[src/rtl/pipe_ctrl.sv]
// ============================================================================
// pipe_ctrl : stall/flush sequencer for the RV32 pipeline register chain
// Rev 1.0   : initial release
// ============================================================================
`default_nettype none

module pipe_ctrl #(
    parameter int NSTAGES    = 4,
    parameter int MC_TIMEOUT = 64,
    parameter int PERF_W     = 32
) (
    input  logic               clk,
    input  logic               rst_n,
    input  logic               mem_busy_i,
    input  logic               redirect_i,
    input  logic               ld_use_i,
    input  logic               mc_start_i,
    input  logic               mc_done_i,
    input  logic               halt_req_i,
    input  logic               resume_i,
    output logic [NSTAGES-1:0] stage_en_o,
    output logic [NSTAGES-1:0] stage_clr_n_o,
    output logic               pc_en_o,
    output logic               mc_ack_o,
    output logic               halted_o,
    output logic [1:0]         state_o,
    output logic               mc_err_o,
    output logic [PERF_W-1:0]  stall_cnt_o
);

    localparam int IFID  = NSTAGES - 1;
    localparam int IDEX  = NSTAGES - 2;
    localparam int EXMEM = NSTAGES - 3;
    localparam int WD_W  = $clog2(MC_TIMEOUT + 1);
    localparam int DR_W  = $clog2(NSTAGES + 1);
    localparam logic [NSTAGES-1:0] UPPER_M = {2'b11, {(NSTAGES-2){1'b0}}};
    localparam logic [NSTAGES-1:0] LOW_M   = ~UPPER_M;

    typedef enum logic [1:0] {
        S_RUN     = 2'd0,
        S_MC_WAIT = 2'd1,
        S_DRAIN   = 2'd2,
        S_HALTED  = 2'd3
    } state_t;

    state_t             state_q, state_d;
    logic [NSTAGES-1:0] kill_q, kill_d;
    logic               halt_pend_q, halt_pend_d;
    logic               ack_pend_q, ack_pend_d;
    logic               mc_err_q, mc_err_d;
    logic [WD_W-1:0]    wd_q, wd_d;
    logic [DR_W-1:0]    drain_q, drain_d;
    logic [PERF_W-1:0]  stall_q, stall_d;

    logic [NSTAGES-1:0] en_raw, en;
    logic               pc_raw, pc;
    logic               mc_ack;
    logic               redirect_v, mc_start_v, ld_use_v, wd_fire, mc_fin;

    // A stage being cleared this cycle cannot vouch for the hazard it reports.
    assign redirect_v = redirect_i & ~kill_q[IDEX];
    assign mc_start_v = mc_start_i & ~kill_q[IDEX];
    assign ld_use_v   = ld_use_i   & ~kill_q[IFID];
    assign wd_fire    = (wd_q == WD_W'(MC_TIMEOUT - 1)) & ~mc_done_i;
    assign mc_fin     = mc_done_i | wd_fire;

    always_comb begin
        logic acc;
        acc = 1'b0;
        for (int j = 0; j < NSTAGES; j++) begin
            en[j] = en_raw[j] & ~acc & rst_n;
            acc   = acc | kill_q[j];
        end
        pc     = pc_raw & ~(|kill_q) & rst_n;
        mc_ack = ack_pend_q & en[EXMEM] & ~mem_busy_i;
    end

    always_comb begin
        state_d     = state_q;
        kill_d      = '0;
        halt_pend_d = halt_pend_q;
        ack_pend_d  = ack_pend_q & ~mc_ack;
        mc_err_d    = mc_err_q;
        wd_d        = wd_q;
        drain_d     = drain_q;
        en_raw      = '0;
        pc_raw      = 1'b0;

        if (!mem_busy_i) begin
            case (state_q)
                S_RUN: begin
                    en_raw = '1;
                    pc_raw = 1'b1;
                    if (redirect_v) begin
                        kill_d = UPPER_M;
                    end else if (mc_start_v) begin
                        en_raw       = LOW_M;
                        pc_raw       = 1'b0;
                        kill_d[EXMEM] = 1'b1;
                        wd_d         = '0;
                        state_d      = S_MC_WAIT;
                    end else if (ld_use_v) begin
                        en_raw       = LOW_M;
                        pc_raw       = 1'b0;
                        kill_d[IDEX] = 1'b1;
                    end else if (halt_pend_q) begin
                        // PC holds so the discarded IF/ID instruction is refetched on resume
                        pc_raw       = 1'b0;
                        kill_d[IFID] = 1'b1;
                        halt_pend_d  = 1'b0;
                        drain_d      = '0;
                        state_d      = S_DRAIN;
                    end
                end
                S_MC_WAIT: begin
                    en_raw = LOW_M;
                    if (mc_fin) begin
                        ack_pend_d = 1'b1;
                        mc_err_d   = mc_err_q | wd_fire;
                        if (halt_pend_q) begin
                            kill_d[IFID] = 1'b1;
                            halt_pend_d  = 1'b0;
                            drain_d      = '0;
                            state_d      = S_DRAIN;
                        end else begin
                            state_d = S_RUN;
                        end
                    end else begin
                        kill_d[EXMEM] = 1'b1;
                        wd_d          = wd_q + 1'b1;
                    end
                end
                S_DRAIN: begin
                    en_raw = LOW_M;
                    if (mc_start_v && !redirect_v) begin
                        kill_d[EXMEM] = 1'b1;
                        wd_d          = '0;
                        halt_pend_d   = 1'b1;
                        state_d       = S_MC_WAIT;
                    end else begin
                        if (redirect_v) begin
                            pc_raw = 1'b1;
                            kill_d = UPPER_M;
                        end
                        if (drain_q == DR_W'(NSTAGES - 1)) begin
                            state_d = S_HALTED;
                        end else begin
                            drain_d = drain_q + 1'b1;
                        end
                    end
                end
                default: begin
                    if (resume_i) begin
                        state_d = S_RUN;
                    end
                end
            endcase
        end

        if (halt_req_i && state_q != S_HALTED) begin
            halt_pend_d = 1'b1;
        end

        stall_d = stall_q;
        if (!pc && state_q != S_HALTED && stall_q != '1) begin
            stall_d = stall_q + 1'b1;
        end
    end

    always_ff @(posedge clk or negedge rst_n) begin
        if (!rst_n) begin
            state_q     <= S_RUN;
            kill_q      <= '0;
            halt_pend_q <= 1'b0;
            ack_pend_q  <= 1'b0;
            mc_err_q    <= 1'b0;
            wd_q        <= '0;
            drain_q     <= '0;
            stall_q     <= '0;
        end else begin
            state_q     <= state_d;
            kill_q      <= kill_d;
            halt_pend_q <= halt_pend_d;
            ack_pend_q  <= ack_pend_d;
            mc_err_q    <= mc_err_d;
            wd_q        <= wd_d;
            drain_q     <= drain_d;
            stall_q     <= stall_d;
        end
    end

    assign stage_en_o    = en;
    assign stage_clr_n_o = {NSTAGES{rst_n}} & ~kill_q;
    assign pc_en_o       = pc;
    assign mc_ack_o      = mc_ack;
    assign halted_o      = (state_q == S_HALTED);
    assign state_o       = state_q;
    assign mc_err_o      = mc_err_q;
    assign stall_cnt_o   = stall_q;

endmodule

`default_nettype wire

[config.mk]
export PLATFORM = sky130hd
export DESIGN_NAME = pipe_ctrl
export DESIGN_NICKNAME = d
export VERILOG_FILES = /design/src/rtl/pipe_ctrl.sv
export SDC_FILE = /design/constraint.sdc
export NUM_CORES = 1
export LEC_CHECK = 0
export BUFFER_PORTS_ARGS = -buffer_cell sky130_fd_sc_hd__clkbuf_2
export CAP_MARGIN = 20
export CORE_MARGIN = 4
export CORE_UTILIZATION = 54
export CTS_CLUSTER_DIAMETER = 120
export DETAILED_ROUTE_END_ITERATION = 8
export PLACE_DENSITY = 0.86
export SYNTH_ARGS = -nofsm -noshare
export SYNTH_HDL_FRONTEND = slang
export SYNTH_SLANG_ARGS = --single-unit
[constraint.sdc]
create_clock -name clk -period 6.5 [get_ports clk]
set_clock_uncertainty 0.1 [all_clocks]
set_input_delay 1.625 -clock clk [delete_from_list [all_inputs] [get_ports clk]]
set_output_delay 1.625 -clock clk [all_outputs]
set_load 0.02 [all_outputs]
## Word-level counts from Yosys, hierarchy flattened

Cells that the tools add are included.

- Flip-flop bits (word level): 51
- Input port bits: 9
- Output and inout port bits: 46
- Word-level logic and storage cells: 148

- Add/subtract/negate cells: 3
- Eq/ne operators: 25
- Muxes and demuxes: 64
- Bitwise gates (word level): 31
- Reduce and logical (&&, ||, !) cells: 17

Operators by type and width:

| cell | count |
|---|---|
| $add 32x1->32 const B | 1 |
| $ne 32x32->1 const B | 1 |
| $mux 7 | 4 |
| $mux 1 | 26 |
| $mux 3 | 8 |
| $mux 4 | 6 |
| $ne 3x3->1 const B | 8 |
| $mux 2 | 11 |
| $pmux 7 s3 | 1 |
| $ne 2x2->1 const B | 10 |
| $and 1x1->1 | 16 |
| $reduce_and 7->1 | 2 |
| $not 1->1 | 9 |
| $pmux 1 s3 | 3 |
| $pmux 3 s3 | 1 |
| $pmux 4 s2 | 1 |
| $reduce_and 8->1 | 1 |
| $reduce_bool 4->1 | 2 |
| $add 7x1->7 const B | 1 |
| $eq 7x6->1 const B | 1 |
| $pmux 2 s3 | 1 |
| $reduce_and 6->1 | 1 |
| $and 4x4->4 | 1 |
| $eq 2x2->1 const B | 2 |
| other kinds (14) | 22 |

## Longest topological paths before layout

Gate-level depths: netlist (run 1).

- Word-level depth: 16
- Gate-level depth with buffers: 7

## Worst setup path before layout (run 1)

No wires, ideal clock.

- Path type: input-to-output
- From: input port rst_n
- To: output port stage_en_o[3]
- Arrival time: 2.727 ns
- Data required time: 4.775 ns
- Setup slack: 2.048 ns
- Stages on the path: 3
- Cells stage by stage: nor2b_1 nand2_1 a211oi_1

- Word-level cells in the longest chain between the ends: 1

RTL lines:

| element | line | text |
|---|---|---|
| start, declared | 13 | `input logic rst_n,` |
| $and 1x1->1 | 71 | `en[j] = en_raw[j] & ~acc & rst_n;` |
| end, declared | 21 | `output logic [NSTAGES-1:0] stage_en_o,` |

Every way passes these cells.

## Worst setup path in the final report (run 1)

Same ends and word-level chain as after synthesis.

==> results of run 1 <==
[final cells by class]
class / count / area, um^2
Tap cell: 67 / 83.8
Sequential cell: 50 / 1250
Inverter: 8 / 30.0
Clock buffer: 7 / 76.3
Fill cell: 406 / 1700
Multi-Input combinational cell: 213 / 1360
Timing Repair Buffer: 56 / 285
[synthesized netlist by cell type, drive strengths merged, types with 2 or more instances]
cell | instances | area (um^2)
nand2 | 24 | 90.1
mux2 | 2 | 22.5
o31ai | 2 | 15.0
nand3 | 19 | 95.1
clkbuf | 7 | 26.3
and4 | 2 | 17.5
a22oi | 2 | 15.0
and3 | 5 | 31.3
nor3b | 2 | 15.0
nor2b | 6 | 37.5
or4 | 2 | 18.8
nor3 | 28 | 151
or3 | 2 | 12.5
ha | 4 | 50.1
nor4 | 7 | 50.1
o32ai | 2 | 17.5
o21ai | 8 | 40.0
nand4 | 12 | 81.3
buf | 6 | 40.0
xnor2 | 2 | 17.5
a2111oi | 2 | 23.8
nand2b | 6 | 37.5
a31oi | 2 | 12.5
mux2i | 2 | 20.0
xor2 | 31 | 272
a211oi | 2 | 15.0
dfrtp | 50 | 1250
nor2 | 21 | 78.8
a21oi | 3 | 15.0
inv | 8 | 30.0
[routing by layer]
metal	up-vias	global-route usage	wire, um
met1	1117	0.248	2590
met2	83	0.340	2850
met5	-	0	0
met4	0	0.0498	57
met3	9	0.0454	371
li1	1117	-	-
[metrics by stage]
step	area (um^2)	setup slack, ns
after floorplan	2710	2.05
after CTS	3090	2.03
after global routing	3090	1.91
after global placement	3010	2.05
final	3090	2.08
after detailed placement	3010	2.03
[critical path, cell delays in order]
cell and delay (ns):
clkbuf_2 0.27, nor2b_1 0.28, nand2_1 0.12, a211oi_1 0.21, clkbuf_2 0.20
[sequential cells by signal, indices dropped and copies added, names as in the netlist]
name,cells
state_o,2
stall_cnt_o,32
mc_err_o,1
wd_q,7
halt_pend_q,1
drain_q,3
kill_q,3
ack_pend_q,1
[logic make-up after synthesis]
group,after synthesis
xor+xnor,33
buf+inv,21
mux,4
flops,50
compound gates,32
simple gates,140
fa+ha+maj,4
[worst max-delay path by stage]
stage                     startpoint                to  slack (ns)  cells past startpoint
final                          rst_n     stage_en_o[3]        2.08                      5
after global routing           rst_n  stage_clr_n_o[0]        1.91                      3
after CTS                      rst_n  stage_clr_n_o[0]        2.03                      3
after detailed placement       rst_n  stage_clr_n_o[0]        2.03                      3
after global placement         rst_n  stage_clr_n_o[0]        2.05                      3
after floorplan                rst_n     stage_en_o[3]        2.05                      3
[power breakdown]
part	switching, W	internal, W	total, W
logic	0.000209	0.000123	0.000332
clock network	0.0000945	0.0000743	0.000169
registers	0.0000705	0.000361	0.000431
total	0.000374	0.000558	0.000932
==> impl_metrics.tcl, run 1 <==
set metrics [dict create \
    grt_max_degree 44 \
    seq_area_frac_synth 0.462 \
    synthMuxAreaShare 0.0157 \
    core_area_mm2 0.00479 \
    p_leak_nw 1.57 \
    maxSlewViolCount 0 \
    overflow 0 \
    synth-xor-area-share 0.107 \
    h-tree-depth 2 \
    final_cells 401 \
    r2r-end "stall_cnt_o[1]$_DFFE_PN0P_" \
    synth_cell_types 51 \
    hold_path_depth 1 \
    initial_core_util 0.566 \
    rows 25 \
    grt_use_total 0.196 \
    drt-initial-drc-count 125 \
    syn_inst 284 \
    synthAdderAreaFrac 0.0185 \
    clk_latency_ns 0.30 \
    numCtsBuffers 5 \
    clkTransAtPathRegs_ns 0.09 \
    hold_buffers 0 \
    ios 55 \
    crit_type "in2out" \
    outcome "complete, no violations" \
    wl_per_cell_um 14.6 \
    ant_nets 0 \
    synth-edff-count 0 \
    die_x_um 78.8 \
    routed_via_density 5.80 \
    end_kind "primary output" \
    syn_avg_cell_area_um2 9.53 \
    synth_compound_area_frac 0.0846 \
    hold_path_class "reg2reg" \
    gp_congestion 0.914 \
    min_from "mc_err_o$_DFFE_PN0P_" \
    synth_top_family_by_area "simple AND/OR/NAND/NOR gates" \
    netlist_area_mm2 0.00271 \
    r2r-start "stall_cnt_o[0]$_DFFE_PN0P_" \
    antenna_found_initial 0 \
    drive_above_1_share 0.213 \
    synthFlopType "dfrtp_1" \
    min_to "mc_err_o$_DFFE_PN0P_" \
    cap_violations 0 \
    dp_hpwl_mm 4.27 \
    period_share 0.680 \
    hold_slack_ns 0.375 \
    grt_pass1_vias 2204 \
    p_per_area_mw_per_mm2 301 \
    arrival_ns 2.70 \
    grt_pass1_wl_mm 9.94 \
    layout_common_cells "clkbuf_2 (54), dfrtp_1 (50), xor2_1 (31)" \
    r2r_cells 6 \
    area_delta_synth_final_pct 14.1 \
    hold_viol 0 \
    numPortBuffers 54 \
    r2r_slack_ns 3.60 \
    cp_max_fo 14 \
    placed_cells 394 \
    synthArstFlopShare 1.00 \
    die_y_um 78.8 \
    cp-start-kind "input port" \
    ys_ff_latch 50 \
    post_cts_resized 0 \
    cts-root-buf "clkbuf_8" \
    cts_tree "built" \
    rsz0062_at_grt "false" \
    final_common_cell "clkbuf_2" \
    clock_path_buffers 2 \
    setup_viol 0 \
    finalSetupTns_ns 0 \
    final_util 0.646 \
    power_w 0.000932 \
    num_antenna_cells 0 \
    yosys.area_share.simple 0.277 \
    totalWireLength_mm 5.87 \
    tightest_slew_ns 0.817 \
    drc 0 \
    cp.required_ns 4.78 \
    vias 2326 \
    ir_drop_uv 227 \
    postCtsSetupRepairBufs 0 \
    cts_sinks 50 \
    drtPass1Iterations 4 \
    slew_headroom 0.453 \
    fin_nets 347 \
    dieArea_mm2 0.00621 \
    max_clock_freq_mhz 226 \
    period_needed_ns 4.42 \
    yosysWarnings 0 \
    synth_fp_nets 297 \
]
Power figures use the tool's default switching activity.
==> run 2, diff against run 1 <==
--- a/config.mk
+++ b/config.mk
@@ -8,10 +8,10 @@
 export BUFFER_PORTS_ARGS = -buffer_cell sky130_fd_sc_hd__clkbuf_2
 export CAP_MARGIN = 20
 export CORE_MARGIN = 4
-export CORE_UTILIZATION = 54
+export CORE_UTILIZATION = 49
 export CTS_CLUSTER_DIAMETER = 120
 export DETAILED_ROUTE_END_ITERATION = 8
-export PLACE_DENSITY = 0.86
+export PLACE_DENSITY = 0.82
 export SYNTH_ARGS = -nofsm -noshare
 export SYNTH_HDL_FRONTEND = slang
 export SYNTH_SLANG_ARGS = --single-unit
==> constraint.sdc (replaced) <==
create_clock -name clk -period 4 [get_ports clk]
set_clock_uncertainty 0.1 [all_clocks]
set_input_delay 1 -clock clk [delete_from_list [all_inputs] [get_ports clk]]
set_output_delay 1 -clock clk [all_outputs]
set_load 0.02 [all_outputs]
==> run 2 against run 1 <==
  * First-iteration DRC count up 4.0%
  * Final area up 1.6%
  * Flip-flop and latch count unchanged
  * Largest power group unchanged
  * Combinational power up 62%
  * Global-route usage down 0.76 points
  * Critical path depth unchanged
  * Register-to-register slack worse by 2.2 ns
  * Routed wire length up 0.22%
==> impl_metrics.tcl, run 2 (synthesis gave the netlist of run 1 again) <==
set metrics [dict create \
    power.internal_w 0.000973 \
    numCtsBuffers 5 \
    wl_per_cell_um 14.5 \
    finalSetupTns_ns 0 \
    cp-start-kind "input port" \
    p_per_area_mw_per_mm2 505 \
    period_needed_ns 2.96 \
    arrival_ns 1.86 \
    dp_slack_ns 1.04 \
    regArea_mm2 0.00125 \
    end_kind "primary output" \
    largest_register_ffs 32 \
    outcome "complete, no violations" \
    antenna_found_initial 0 \
    crit_type "in2out" \
    place_area_mm2 0.00303 \
    max_clock_freq_mhz 338 \
    fin_area_mm2 0.00314 \
    multiInputGateArea_mm2 0.00136 \
    final_cells 407 \
    vias 2328 \
    area_delta_synth_final_pct 15.9 \
    postCtsSetupRepairBufs 0 \
    grt_pass1_vias 2184 \
    cts_sinks 50 \
    dp_hpwl_mm 4.38 \
    core_area_mm2 0.00524 \
    ir_drop_uv 346 \
    placed_cells 399 \
    dieArea_mm2 0.00678 \
    path_cells "clkbuf_2, nor2_1, nand2_1, a211oi_1, clkbuf_2" \
    rows 26 \
    path_common_cell "clkbuf_2" \
    p_switching_w 0.000614 \
    initial_core_util 0.517 \
    num_antenna_cells 0 \
    die_y_um 82.3 \
    clkPwrFrac 0.218 \
    slew_headroom 0.440 \
    crit_path_top_delay_cell "a211oi_1" \
    die_x_um 82.3 \
    numPortBuffers 54 \
    overflow 0 \
    power_w 0.00159 \
    seqPwrFrac 0.442 \
    cts-root-buf "clkbuf_8" \
    gp_congestion 0.831 \
    cts_tree "built" \
    clkTransAtPathRegs_ns 0.09 \
    hold_buffers 0 \
    maxSlewViolCount 0 \
    tightest_slew_ns 0.837 \
    fin_nets 349 \
    setup_viol 0 \
    cp_max_fo 10 \
    grt_use_total 0.188 \
    hold_path_class "reg2reg" \
    power.share.switching 0.387 \
    totalWireLength_mm 5.88 \
    rsz0062_at_grt "false" \
    fin_ws_ns 1.04 \
    cp_slowest_stage_delay_ns 0.22 \
    routed_via_density 5.72 \
    hold_viol 0 \
    ios 55 \
    clock_path_buffers 2 \
    grt_pass1_wl_mm 9.92 \
    drive_above_1_share 0.220 \
    post_cts_resized 0 \
    drc 0 \
    clk_latency_ns 0.30 \
    cp.required_ns 2.90 \
    grt_max_degree 36 \
    drtPass1Iterations 4 \
    drt-initial-drc-count 130 \
    final_common_cell "clkbuf_2" \
    p_leak_nw 1.60 \
    pwr-share-comb 0.340 \
    period_share 0.741 \
    fillerInstances 438 \
    ant_nets 0 \
    cap_violations 0 \
    layout_common_cells "clkbuf_2 (54), dfrtp_1 (50), xor2_1 (31)" \
    h-tree-depth 2 \
]
-- run 2: worst paths after layout --
| path | from | endpoint | slack, ns | cells past startpoint |
|---|---|---|---|---|
| min reg2reg | mc_err_o$_DFFE_PN0P_ | mc_err_o$_DFFE_PN0P_ | 0.39 | 1 |
| min in group asynchronous | rst_n | kill_q[1]$_DFF_PN0_ | 0.58 | 2 |
| min | mc_err_o$_DFFE_PN0P_ | mc_err_o$_DFFE_PN0P_ | 0.39 | 1 |
| max in group asynchronous | rst_n | stall_cnt_o[28]$_DFFE_PN0P_ | 2.82 | 2 |
| max reg2reg | stall_cnt_o[0]$_DFFE_PN0P_ | stall_cnt_o[21]$_DFFE_PN0P_ | 1.39 | 7 |
| max | mem_busy_i | stage_en_o[3] | 1.04 | 5 |
-- run 2: per-stage QoR --
| stage | hold WS, ns | util |
|---|---|---|
| 6_report | 0.388 | 0.599 |
| 5_1_grt | 0.417 | 0.599 |
| 4_1_cts | 0.388 | 0.599 |
| 3_5_place_dp | 0.370 | 0.579 |
| 3_3_place_gp | 0.367 | 0.579 |
| 2_1_floorplan | 0.347 | - |
-- run 2: routing by layer --
metal  share of wire  vias to the layer above  GRT usage
li1                -                     1123          -
met1            0.45                     1131      0.245
met2            0.47                       64      0.306
met3           0.057                       10     0.0488
met4           0.016                        0     0.0615
met5               0                        -          0
-- run 2: final cells by class --
cell class                      count  area share
Clock buffer                        7      0.0243
Timing Repair Buffer               58      0.0957
Clock inverter                      1     0.00957
Tap cell                           70      0.0279
Multi-Input combinational cell    213       0.434
Inverter                            8     0.00957
Sequential cell                    50       0.399
-- run 2: worst max-delay path: cells and delay by family --
family	cells	cell delay [ns]
and+or+nand+nor	2	0.28
AOI/OAI and AO/OA	1	0.22
buffers and inverters	2	0.36
-- run 2: power by group through the flow --
stage	combinational, W	clock [W]	sequential, W
floorplan	0.000364	0	0.000719
global placement	0.000528	0	0.000703
detailed placement	0.000541	0	0.000710
CTS	0.000543	0.000357	0.000699
global route	0.000601	0.000377	0.000719
finish	0.000539	0.000346	0.000702
==> run 3, diff against run 2 <==
==> constraint.sdc (replaced) <==
create_clock -name clk -period 2.4 [get_ports clk]
set_clock_uncertainty 0.1 [all_clocks]
set_input_delay 0.6 -clock clk [delete_from_list [all_inputs] [get_ports clk]]
set_output_delay 0.6 -clock clk [all_outputs]
set_load 0.02 [all_outputs]
==> run 3 against run 2 <==
  * Setup slack worse by 0.95 ns
  * Flip-flop and latch count stayed put
  * Cell count is 2.9% higher
  * Combinational power is 84% higher
  * Power is 66% higher
  * Critical path type is now reg2out
==> impl_metrics.tcl, run 3 (synthesis gave the netlist of run 1 again) <==
set metrics [dict create \
    outcome "complete, no violations" \
    die_x_um 82.3 \
    end_kind "primary output" \
    p_per_area_mw_per_mm2 818 \
    fin_nets 362 \
    hold_viol 0 \
    arrival_ns 1.61 \
    grt_pass1_vias 2203 \
    fin_area_mm2 0.00323 \
    tightest_slew_ns 0.545 \
    hold_buffers 0 \
    grt_pass1_wl_mm 10.3 \
    grt_util_met3 0.0315 \
    core_area_mm2 0.00524 \
    fin_ws_ns 0.0887 \
    ir_drop_uv 852 \
    cp.required_ns 1.70 \
    grt_use_met1 0.256 \
    cts-root-buf "clkbuf_8" \
    area_delta_synth_final_pct 19.2 \
    rsz0062_at_grt "false" \
    drt-initial-drc-count 78 \
    slew_headroom 0.637 \
    drtPass1Iterations 4 \
    cap_violations 0 \
    gp_congestion 0.837 \
    dp_hpwl_mm 4.52 \
    hold_path_class "in2async" \
    num_antenna_cells 0 \
    largest_register_ffs 32 \
    p_leak_nw 1.65 \
    crit_type "reg2out" \
    grt_max_degree 46 \
    period_share 0.963 \
    finalSetupTns_ns 0 \
    drc 0 \
    wl_per_cell_um 14.9 \
    drive_above_1_share 0.264 \
    max_clock_freq_mhz 433 \
    clock_path_buffers 2 \
    vias 2390 \
    numCtsBuffers 5 \
    clkTransAtPathRegs_ns 0.09 \
    period_needed_ns 2.31 \
    grt_use_total 0.194 \
    ios 55 \
    cts_tree "built" \
    overflow 0 \
    final_common_cell "clkbuf_2" \
    routed_via_density 5.70 \
    dp_slack_ns 0.118 \
    antenna_found_initial 0 \
    h-tree-depth 2 \
    ant_nets 0 \
    clk_latency_ns 0.30 \
    numPortBuffers 54 \
    grt_most_used_layer "met2" \
    setup_viol 0 \
    totalWireLength_mm 6.26 \
    die_y_um 82.3 \
    layout_common_cells "clkbuf_2 (54), dfrtp_1 (47), xor2_1 (31)" \
    cts_sinks 50 \
    cp-start-kind "register" \
    maxSlewViolCount 0 \
    gr-usage-met2 0.327 \
    dieArea_mm2 0.00678 \
    rows 26 \
    cp_max_fo 10 \
    initial_core_util 0.517 \
    place_area_mm2 0.00312 \
]
[run 3: critical path, cell delays in order, from the launching register on]
cell,delay (ns)
dfrtp_1,0.50
nor2_1,0.22
nand3_1,0.17
a211oi_2,0.21
clkbuf_2,0.20
[run 3: where the power goes]
| part | internal (W) | total [W] | switching [W] |
|---|---|---|---|
| clock | 0.000200 | 0.000482 | 0.000282 |
| sequential | 0.000981 | 0.00117 | 0.000184 |
| combinational | 0.000384 | 0.000991 | 0.000608 |
[run 3: layout make-up]
type                            count  area (um^2)
Clock buffer                        5         68.8
Clock inverter                      2         15.0
Fill cell                         466         2010
Inverter                            8         30.0
Multi-Input combinational cell    213         1370
Sequential cell                    50         1250
Tap cell                           70         87.6
Timing Repair Buffer               71          402
[run 3: worst paths after layout]
kind / depth (start not counted) / from / slack [ns] / to
worst max-delay path: 4 / state_o[0]$_DFFE_PN0P_ / 0.09 / stage_en_o[3]
worst min register to register: 1 / wd_q[5]$_DFFE_PN0P_ / 0.39 / wd_q[5]$_DFFE_PN0P_
min in group clk: 1 / wd_q[5]$_DFFE_PN0P_ / 0.39 / wd_q[5]$_DFFE_PN0P_
max in group asynchronous: 3 / rst_n / 1.32 / stall_cnt_o[0]$_DFFE_PN0P_
worst max register to register: 6 / stall_cnt_o[1]$_DFFE_PN0P_ / 0.12 / stall_cnt_o[1]$_DFFE_PN0P_
worst min-delay path: 2 / rst_n / 0.11 / halt_pend_q$_DFFE_PN0P_
[run 3: repair_timing]
item,4_1_cts,5_1_grt
resized for setup,0,4
buffers inserted,0,2
endpoints found under the setup margin,0,21
[run 3: layer usage]
metal	part of all wire	routed length (um)
met5	0	0
met4	0.015	93
met3	0.054	340
met2	0.49	3060
met1	0.44	2760
[run 3: per-stage QoR]
step | cells | hold WS, ns | total power [W] | util
floorplan | 284 | 0.204 | 0.00181 | -
global placement | 410 | 0.355 | 0.00212 | 0.596
detailed placement | 410 | 0.373 | 0.00215 | 0.596
CTS | 417 | 0.106 | 0.00264 | 0.612
global route | 419 | 0.103 | 0.00281 | 0.616
finish | 419 | 0.109 | 0.00264 | 0.616
